### src/rtl/bit_serial_adder.sv
// Bit-serial adder: one full-adder slice (two half adders + carry flop), LSB first, WIDTH cycles.
// Define SERIAL_ADD_SUB_EN to add the sub port (a-b computed as a+~b+1).
module bit_serial_adder #(
    parameter int unsigned WIDTH = 8
) (
    input  logic             clk,
    input  logic             rst_n,
    input  logic             in_valid,
    output logic             in_ready,
    input  logic [WIDTH-1:0] a,
    input  logic [WIDTH-1:0] b,
`ifdef SERIAL_ADD_SUB_EN
    input  logic             sub,
`endif
    output logic             out_valid,
    input  logic             out_ready,
    output logic [WIDTH-1:0] sum,
    output logic             carry_out,
    output logic             busy
);

    localparam int unsigned CW = $clog2(WIDTH);
    localparam logic [CW-1:0] LastBit = CW'(WIDTH - 1);

    typedef enum logic [1:0] {StIdle, StShift, StDone} state_e;

    state_e           state;
    logic [WIDTH-1:0] a_sh;
    logic [WIDTH-1:0] b_sh;
    logic             cy;
    logic [CW-1:0]    cnt;
    logic             op_sub;
    logic             s1, c1, s2, c2, cy_next;

`ifdef SERIAL_ADD_SUB_EN
    assign op_sub = sub;
`else
    assign op_sub = 1'b0;
`endif

    assign s1      = a_sh[0] ^ b_sh[0];
    assign c1      = a_sh[0] & b_sh[0];
    assign s2      = s1 ^ cy;
    assign c2      = s1 & cy;
    assign cy_next = c1 | c2;

    assign in_ready  = (state == StIdle);
    assign out_valid = (state == StDone);
    assign busy      = (state != StIdle);

    always_ff @(posedge clk or negedge rst_n) begin
        if (!rst_n) begin
            state     <= StIdle;
            a_sh      <= '0;
            b_sh      <= '0;
            cy        <= 1'b0;
            cnt       <= '0;
            sum       <= '0;
            carry_out <= 1'b0;
        end else begin
            unique case (state)
                StIdle: begin
                    if (in_valid) begin
                        a_sh  <= a;
                        // Subtraction: invert b and seed the carry with 1.
                        b_sh  <= op_sub ? ~b : b;
                        cy    <= op_sub;
                        cnt   <= '0;
                        state <= StShift;
                    end
                end
                StShift: begin
                    sum  <= {s2, sum[WIDTH-1:1]};
                    a_sh <= a_sh >> 1;
                    b_sh <= b_sh >> 1;
                    cy   <= cy_next;
                    cnt  <= cnt + 1'b1;
                    if (cnt == LastBit) begin
                        carry_out <= cy_next;
                        state     <= StDone;
                    end
                end
                StDone: begin
                    if (out_ready) state <= StIdle;
                end
                default: state <= StIdle;
            endcase
        end
    end

endmodule

### config.mk
export PLATFORM = sky130hd
export DESIGN_NAME = bit_serial_adder
export DESIGN_NICKNAME = d
export VERILOG_FILES = /design/src/rtl/bit_serial_adder.sv
export SDC_FILE = /design/constraint.sdc
export NUM_CORES = 1
export LEC_CHECK = 0
export BUFFER_PORTS_ARGS = -buffer_cell sky130_fd_sc_hd__buf_4
export CORE_ASPECT_RATIO = 1.2
export CORE_MARGIN = 1.5
export CORE_UTILIZATION = 50
export CTS_BUF_LIST = sky130_fd_sc_hd__clkbuf_8
export CTS_CLUSTER_DIAMETER = 50
export CTS_CLUSTER_SIZE = 10
export DETAILED_ROUTE_END_ITERATION = 16
export PLACE_DENSITY = 0.76
export SLEW_MARGIN = 10
export SYNTH_ARGS = -nofsm -noshare
export SYNTH_HDL_FRONTEND = slang
export SYNTH_SLANG_ARGS = --single-unit
### constraint.sdc
create_clock -name clk -period 1.5 [get_ports clk]
set_clock_uncertainty 0.1 [all_clocks]
set_input_delay 0.375 -clock clk [delete_from_list [all_inputs] [get_ports clk]]
set_output_delay 0.375 -clock clk [all_outputs]
set_load 0.005 [all_outputs]
# Word-level counts from Yosys, hierarchy flattened
# Cells that the tools add are included.
# word_totals
regBits,31
in_bits,20
out_inout_bits,12
word_cells,37
# classes
addsub,1
n_eq_ne,6
muxes,12
bitwise,5
n_reduce_logical,6
# ops
operator,count
8-bit one-hot mux with 2 select lines,2
8-bit two-way mux,2
2-bit two-way mux,3
2-bit one-hot mux with 3 select lines,1
3-bit one-hot mux with 2 select lines,1
"2-bit inequality test, second input constant",2
2-bit AND reduction,2
2-bit nonzero test,2
"3-bit by 1-bit adder with 3-bit output, second input constant",1
"3-bit == test, second input constant",1
3-bit two-way mux,1
3-bit AND reduction,1
1-bit AND,2
"2-bit by 1-bit == test with 1-bit output, second input constant",1
"2-bit == test, second input constant",1
2-bit zero test,1
"2-bit by 1-bit inequality test with 1-bit output, second input constant",1
1-bit one-hot mux with 2 select lines,1
1-bit XOR,2
1-bit two-way mux,1
1-bit OR,1

# Longest topological paths before layout
# Gate-level depths: netlist (run 1).
# logic_depth
ltp_word,4
ltp_mapped,4
mapped_depth_nobuf,4

# Least setup slack after synthesis (run 1)
# OpenSTA, ideal clock, no wires.
# synth_path
kind,reg2out
start,reg state[0]
end,out in_ready
arrival_ns,0.946
required_ns,1.025
path_slack_ns,0.079
stages_incl_launch_ff,4
path_buffers,1
cell_sequence,dfrtp_1 -> buf_6 -> or2_2 -> inv_2
# synth_between
elab_chain_len,1
# synth_rtl
element,line_no,text
"start, declared",27,state_e state;
"start signal, assigned",53,state <= StIdle;
"start signal, assigned",69,state <= StShift;
"start signal, assigned",80,state <= StDone;
2-bit zero test,47,assign in_ready = (state == StIdle);
"end, declared",9,"output logic in_ready,"
# No other way between the ends.

# Final worst setup path (run 1)
# layout_path
start,reg state[1]
end,out in_ready
# Same word-level chain as after synthesis.

==> metrics.yaml, run 1 <==
setup_path:
  cp_cell_sequence: "or2_4, inv_4, buf_6"
  crit_required_ns: 1.02
  cp_slowest_cell: "dfrtp_2"
  cp-start-kind: "flop"
  crit_type: "flop to primary output"
  r2r_cells: 4
  rr_startpoint: "state[0]"
  crit_fanout: 4
  max_stage_delay_ns: 0.43
  reg2reg_to: "a_sh[5]"
  reg2reg_slack_ns: -0.06
  cp_data_arrival_time_ns: 1.13
  setup.worst_path.end_class: "primary output"
  startpoint: "state[1]"
synthesis:
  synth_top_area_frac: 0.529
  syn_inst: 111
  yosys-top-cells-count: "dfrtp_1 (31), mux2_2 (9), o221a_2 (9), or4b_1 (8), inv_1 (6)"
  synth_area_leaders: "dfrtp_1 (53%), mux2_2 (6.9%), o221a_2 (6.9%), or4b_1 (5.5%), nor3b_1 (2.6%)"
  async_flop_share: 1.00
  yosysSeqAreaShare: 0.529
  yosysWarningCount: 0
  synth_most_common_cell: "dfrtp_1"
  synth_nets: 134
  ys_ff_latch: 31
  synth_area_um2: 1470
  ys.flop_type: "dfrtp_1"
  synth_area_leader_cell: "dfrtp_1"
  synth_edf_count: 0
  synth.distinct_cells: 31
  syn_avg_cell_area_um2: 13.2
cts:
  numCtsBuffers: 5
  clkSinkCount: 31
  clk_latency_ns: 0.29
  h-tree-depth: 2
  cts_tree: "yes"
  clk_pin_slew_ns: 0.06
  cts_buffer_depth: 2
  cts_root_buf: "clkbuf_8"
die:
  coreArea_um2: 2790
  initial_core_util: 0.527
  rows: 21
  io-pin-count: 32
  fp.dieArea_um2: 3270
  die-width_um: 52.5
  die_height_um: 62.4
route:
  totalWireLength_mm: 3.46
  postRouteAntennaNets: 0
  via_count: 1121
  wl_per_cell_um: 17.9
  drtIter0Drc: 25
  first_pass_iters: 4
  post_drt_via_cell_ratio: 5.78
  drc: 0
layout:
  syn2layout_area_growth_pct: 41.6
  finalInstanceArea_um2: 2080
  fillCellCount: 188
  diodes: 0
  area.sequential_um2: 778
  fin_nets: 182
  fin_util: 0.746
  drive_above_1_share: 0.544
  multi_input_area_um2: 666
min_path:
  min-delay-start: "out_ready"
  hold_path_depth: 2
  hold_path_class: "primary input to flop"
  worst_hold_path.endpoint: "state[1]"
sta:
  finalSetupViolCount: 10
  post-route-min-period_ns: 1.61
  slew_violations: 0
  tns_ns: -0.543
  worst_slack_ns: -0.110
  fin_crit_sh: 1.07
  max_slew_margin: 0.730
  hold_violations: 0
  rsz0062_at_grt: "true"
  tightest_slew_ns: 0.405
  fmax_mhz: 621
status:
  violations: "negative setup slack"
  outcome: "complete, but fails checks"
global_route:
  grt_overflow: 0
  antenna_found_initial: 0
  grt_pass1_vias: 1170
  grtUsageTotal: 0.236
  grt_max_degree: 32
  grt_pass1_wl_mm: 5.53
placement:
  placed_area_um2: 1770
  place_ws_ns: 0.00482
  io_buffers: 31
  dp_hpwl_mm: 2.18
  place.gp.congestion: 0.747
power:
  power_density_nw_per_um2: 2120
  leakage_nw: 0.968
  ir_drop_mv: 1.30
job:
  maxCapViolCount: 0
-- critical path, delay by kind of cell, from the launching register on --
| kind | cells | cell delay, ns |
|---|---|---|
| simple gates | 1 | 0.28 |
| flops | 1 | 0.43 |
| buf+inv | 2 | 0.14 |
-- cell type report --
| class | count | share of cell area |
|---|---|---|
| clock buffer | 6 | 0.0397 |
| clock inverter | 2 | 0.0169 |
| inverter | 7 | 0.0138 |
| multi-input combinational | 64 | 0.320 |
| sequential | 31 | 0.374 |
| tap | 34 | 0.0205 |
| timing repair buffer | 50 | 0.214 |
-- registers in the layout, summed over array words and instances, names as in the netlist --
register   cells
a_sh           8
b_sh           8
cy             1
sum            8
state          2
carry_out      1
cnt            3
-- through the flow --
step	power, mW	cells	hold WS (ns)
finish	4.41	194	0.180
global route	4.71	194	0.185
CTS	4.23	190	0.178
detailed placement	3.18	176	0.227
global placement	3.08	176	0.224
floorplan	2.57	111	-0.0206
-- power by group --
group          internal, mW  switching (mW)  total (mW)
logic                  1.25           0.765        2.02
registers              1.25           0.285        1.54
clock network         0.537           0.320       0.857
total                  3.04            1.37        4.41
-- cells in the final DEF (no fill, tap or decap), drive strengths merged, types with 2 or more instances in the layout --
cell type	count
nor2b	3
dfrtp	31
clkbuf	7
or4b	9
nor4b	3
nor3b	5
a22o	3
o221a	9
a222oi	2
a211o	2
buf	48
a211oi	3
ha	2
nand2b	3
mux2	9
inv	7
-- how the worst max path moves through the flow --
| stage | to | slack, ns | cells past startpoint |
|---|---|---|---|
| floorplan | in_ready | 0.08 | 3 |
| global placement | a_sh[6] | 0.02 | 3 |
| detailed placement | a_sh[6] | 0.005 | 3 |
| CTS | out_valid | -0.11 | 4 |
| global route | in_ready | -0.15 | 3 |
| finish | in_ready | -0.11 | 3 |
-- routing by layer --
metal | vias up | track usage | wire length, um
met3 | 4 | 0.0793 | 166
met1 | 569 | 0.293 | 1420
met5 | - | 0 | 0
met4 | 0 | 0.115 | 42
li1 | 518 | - | -
met2 | 30 | 0.361 | 1840
-- kinds of logic (layout without fill, tap and decap cells) --
group	Yosys count	after routing	share of synthesized area
multiplexers	10	10	0.0759
AO/OA/AOI/OAI	23	23	0.149
flip-flops	31	31	0.529
buffers and inverters	16	65	0.0554
AND/OR/NAND/NOR	28	28	0.160
adder cells (fa/ha/maj)	3	3	0.0307
-- what timing repair did --
action	4_1_cts	5_1_grt
hold endpoints to repair	31	0
endpoints found under the setup margin	8	13
pin swaps	4	8
gates cloned	0	1
resized for setup	13	10
hold buffers	1	0
setup buffers	5	3
Note: power is estimated with default switching activity, not from simulation.
==> run 2, diff against run 1 <==
--- a/constraint.sdc
+++ b/constraint.sdc
@@ -4,2 +4,2 @@
 set_output_delay 0.375 -clock clk [all_outputs]
-set_load 0.005 [all_outputs]
+set_load 0.05 [all_outputs]
==> run 2 against run 1 <==
  * The flow still finishes with violations (negative setup slack)
  * Critical endpoint is now out_valid
  * Core utilization is 2.7 points lower
  * Cell area is 3.6% lower
  * Die area stayed put
  * Largest cell class unchanged
==> metrics.yaml, run 2 (synthesis results as in run 1) <==
power:
  comb_power_share: 0.541  # +0.084
  power_mw: 4.58  # +3.9%
  ir_drop_mv: 1.53  # +18%
  clkPwrFrac: 0.127  # -0.067
  p_switching_mw: 1.80  # +32%
  switching_share: 0.393  # +0.0825
  leakage_nw: 0.928  # -4.1%
  power.sequential.fraction: 0.332  # -0.017
  power_density_nw_per_um2: 2290  # +7.8%
  power.internal_mw: 2.78  # -8.5%
sta:
  fmax_mhz: 603  # -2.9%
  max_slew_margin: 0.743  # +0.0125
  tightest_slew_ns: 0.386  # -0.0188 ns
  finalSetupViolCount: 9  # -1
  post-route-min-period_ns: 1.66  # +0.0482 ns
  hold_violations: 0  # unchanged
  rsz0062_at_grt: "true"
  hold_slack_ns: 0.181  # +0.00167 ns
  slew_violations: 0  # unchanged
  worst_slack_ns: -0.158  # -0.0482 ns
  fin_crit_sh: 1.11  # +0.0321
setup_path:
  cp_data_arrival_time_ns: 1.18  # +0.05 ns
  cp-start-kind: "flop"
  max_stage_delay_ns: 0.43  # about the same
  crit_fanout: 8  # +4
  crit_type: "flop to primary output"
  crit_required_ns: 1.02  # about the same
  cp_slowest_cell: "dfrtp_2"
  cp_cell_sequence: "buf_4, nand2b_4, clkinvlp_4, buf_6"
  setup.worst_path.end_class: "primary output"
die:
  die-width_um: 52.5  # unchanged
  initial_core_util: 0.527  # unchanged
  fp.dieArea_um2: 3270  # unchanged
  coreArea_um2: 2790  # unchanged
  die_height_um: 62.4  # unchanged
  io-pin-count: 32  # unchanged
  rows: 21  # unchanged
cts:
  clk_pin_slew_ns: 0.06  # about the same
  cts_buffer_depth: 2  # unchanged
  cts_root_buf: "clkbuf_8"
  cts_tree: "yes"
  clk_latency_ns: 0.27  # -0.02 ns
  numCtsBuffers: 5  # unchanged
  clkSinkCount: 31  # unchanged
  h-tree-depth: 2  # unchanged
status:
  outcome: "complete, but fails checks"
  violations: "negative setup slack"
placement:
  io_buffers: 31  # unchanged
  dp_hpwl_mm: 2.10  # -3.8%
  place.gp.congestion: 0.819  # +9.7%
layout:
  drive_above_1_share: 0.538  # -0.00529
  syn2layout_area_growth_pct: 36.5
  layout_commonest_cell: "buf_4"
  diodes: 0  # unchanged
  top_regs: "a_sh: 8 flops, b_sh: 8 flops, sum: 8 flops"
  mostFrequentLayoutCells: "buf_4 (39), dfrtp_1 (29), o221a_2 (9)"
  fin_nets: 180  # -1.1%
route:
  first_pass_iters: 4  # unchanged
  wl_per_cell_um: 16.6  # -7.1%
  via_count: 1088  # -2.9%
  post_drt_via_cell_ratio: 5.73  # -0.90%
  postRouteAntennaNets: 0  # unchanged
  drc: 0  # unchanged
  drtIter0Drc: 41  # +64%
  totalWireLength_mm: 3.15  # -9.0%
job:
  maxCapViolCount: 0  # unchanged
global_route:
  grt_pass1_vias: 1149  # -1.8%
  grt_pass1_wl_mm: 5.07  # -8.2%
  antenna_found_initial: 0  # unchanged
  grt_overflow: 0  # unchanged
  grt_max_degree: 32  # unchanged
  grtUsageTotal: 0.209  # -0.0268
min_path:
  hold_path_class: "primary input to flop"
[run 2: cell count changes in the layout (fill, tap and decap cells not counted), sizes merged]
cell      change
buf           -2
clkinvlp      +1
clkinv        -1
clkbuf        -1
bufinv        -1
[run 2: what timing repair did]
| action | in CTS | in global routing |
|---|---|---|
| endpoints found under the hold margin | 31 | 0 |
| setup buffers | 5 | 0 |
| resized for setup | 7 | 9 |
| cloned | 0 | 1 |
| pin swaps | 3 | 6 |
| hold buffers | 1 | 0 |
| endpoints found under the setup margin | 10 | 18 |
[run 2: power groups by stage]
stage	registers, mW	logic, mW	clock network [mW]
3_5_place_dp	1.55	2.20	0
3_3_place_gp	1.53	2.14	0
4_1_cts	1.51	2.36	0.572
5_1_grt	1.57	2.68	0.630
6_report	1.52	2.48	0.582
2_1_floorplan	1.91	1.27	0
[run 2: worst paths after layout]
kind | startpoint | cells after the start | to | slack, ns
setup / recovery | state[1] | 4 | out_valid | -0.16
hold / removal | out_ready | 2 | state[1] | 0.18
setup reg to reg | state[1] | 4 | a_sh[3] | -0.10
hold reg to reg | cnt[1] | 1 | cnt[1] | 0.40
max in group asynchronous | rst_n | 2 | state[1] | 0.53
min in group asynchronous | rst_n | 2 | a_sh[5] | 0.46
[run 2: cell type report]
type                    instances  area, um^2
fillers                       209         782
flip-flops and latches         31         778
multi-input cells              64         649
repair buffers                 48         423
clock buffers                   5        68.8
well taps                      34        42.5
inverters                       7        37.5
clock inverters                 1        3.75
[run 2: critical path, delay by kind of cell (launching register included)]
kind | cells | cell delay [ns]
and+or+nand+nor | 1 | 0.09
buffers and inverters | 3 | 0.39
DFF | 1 | 0.43
[run 2: per-stage QoR]
stage	instance area (um^2)	TNS, ns	instances	utilization	setup slack [ns]
after global placement	1800	0	177	0.646	0.0204
final	2000	-0.869	190	0.719	-0.158
after global routing	2000	-1.14	190	0.719	-0.181
after floorplan	1510	-0.00444	111	-	-0.00444
after detailed placement	1800	-0.0445	177	0.646	-0.0316
after CTS	1940	-1.06	189	0.698	-0.139
[run 2: per-layer routing]
layer | share of wire | global-route usage | routed length, um
met1 | 0.44 | 0.282 | 1380
met2 | 0.51 | 0.319 | 1600
met3 | 0.041 | 0.0601 | 128
met4 | 0.013 | 0.0769 | 41
met5 | 0 | 0 | 0
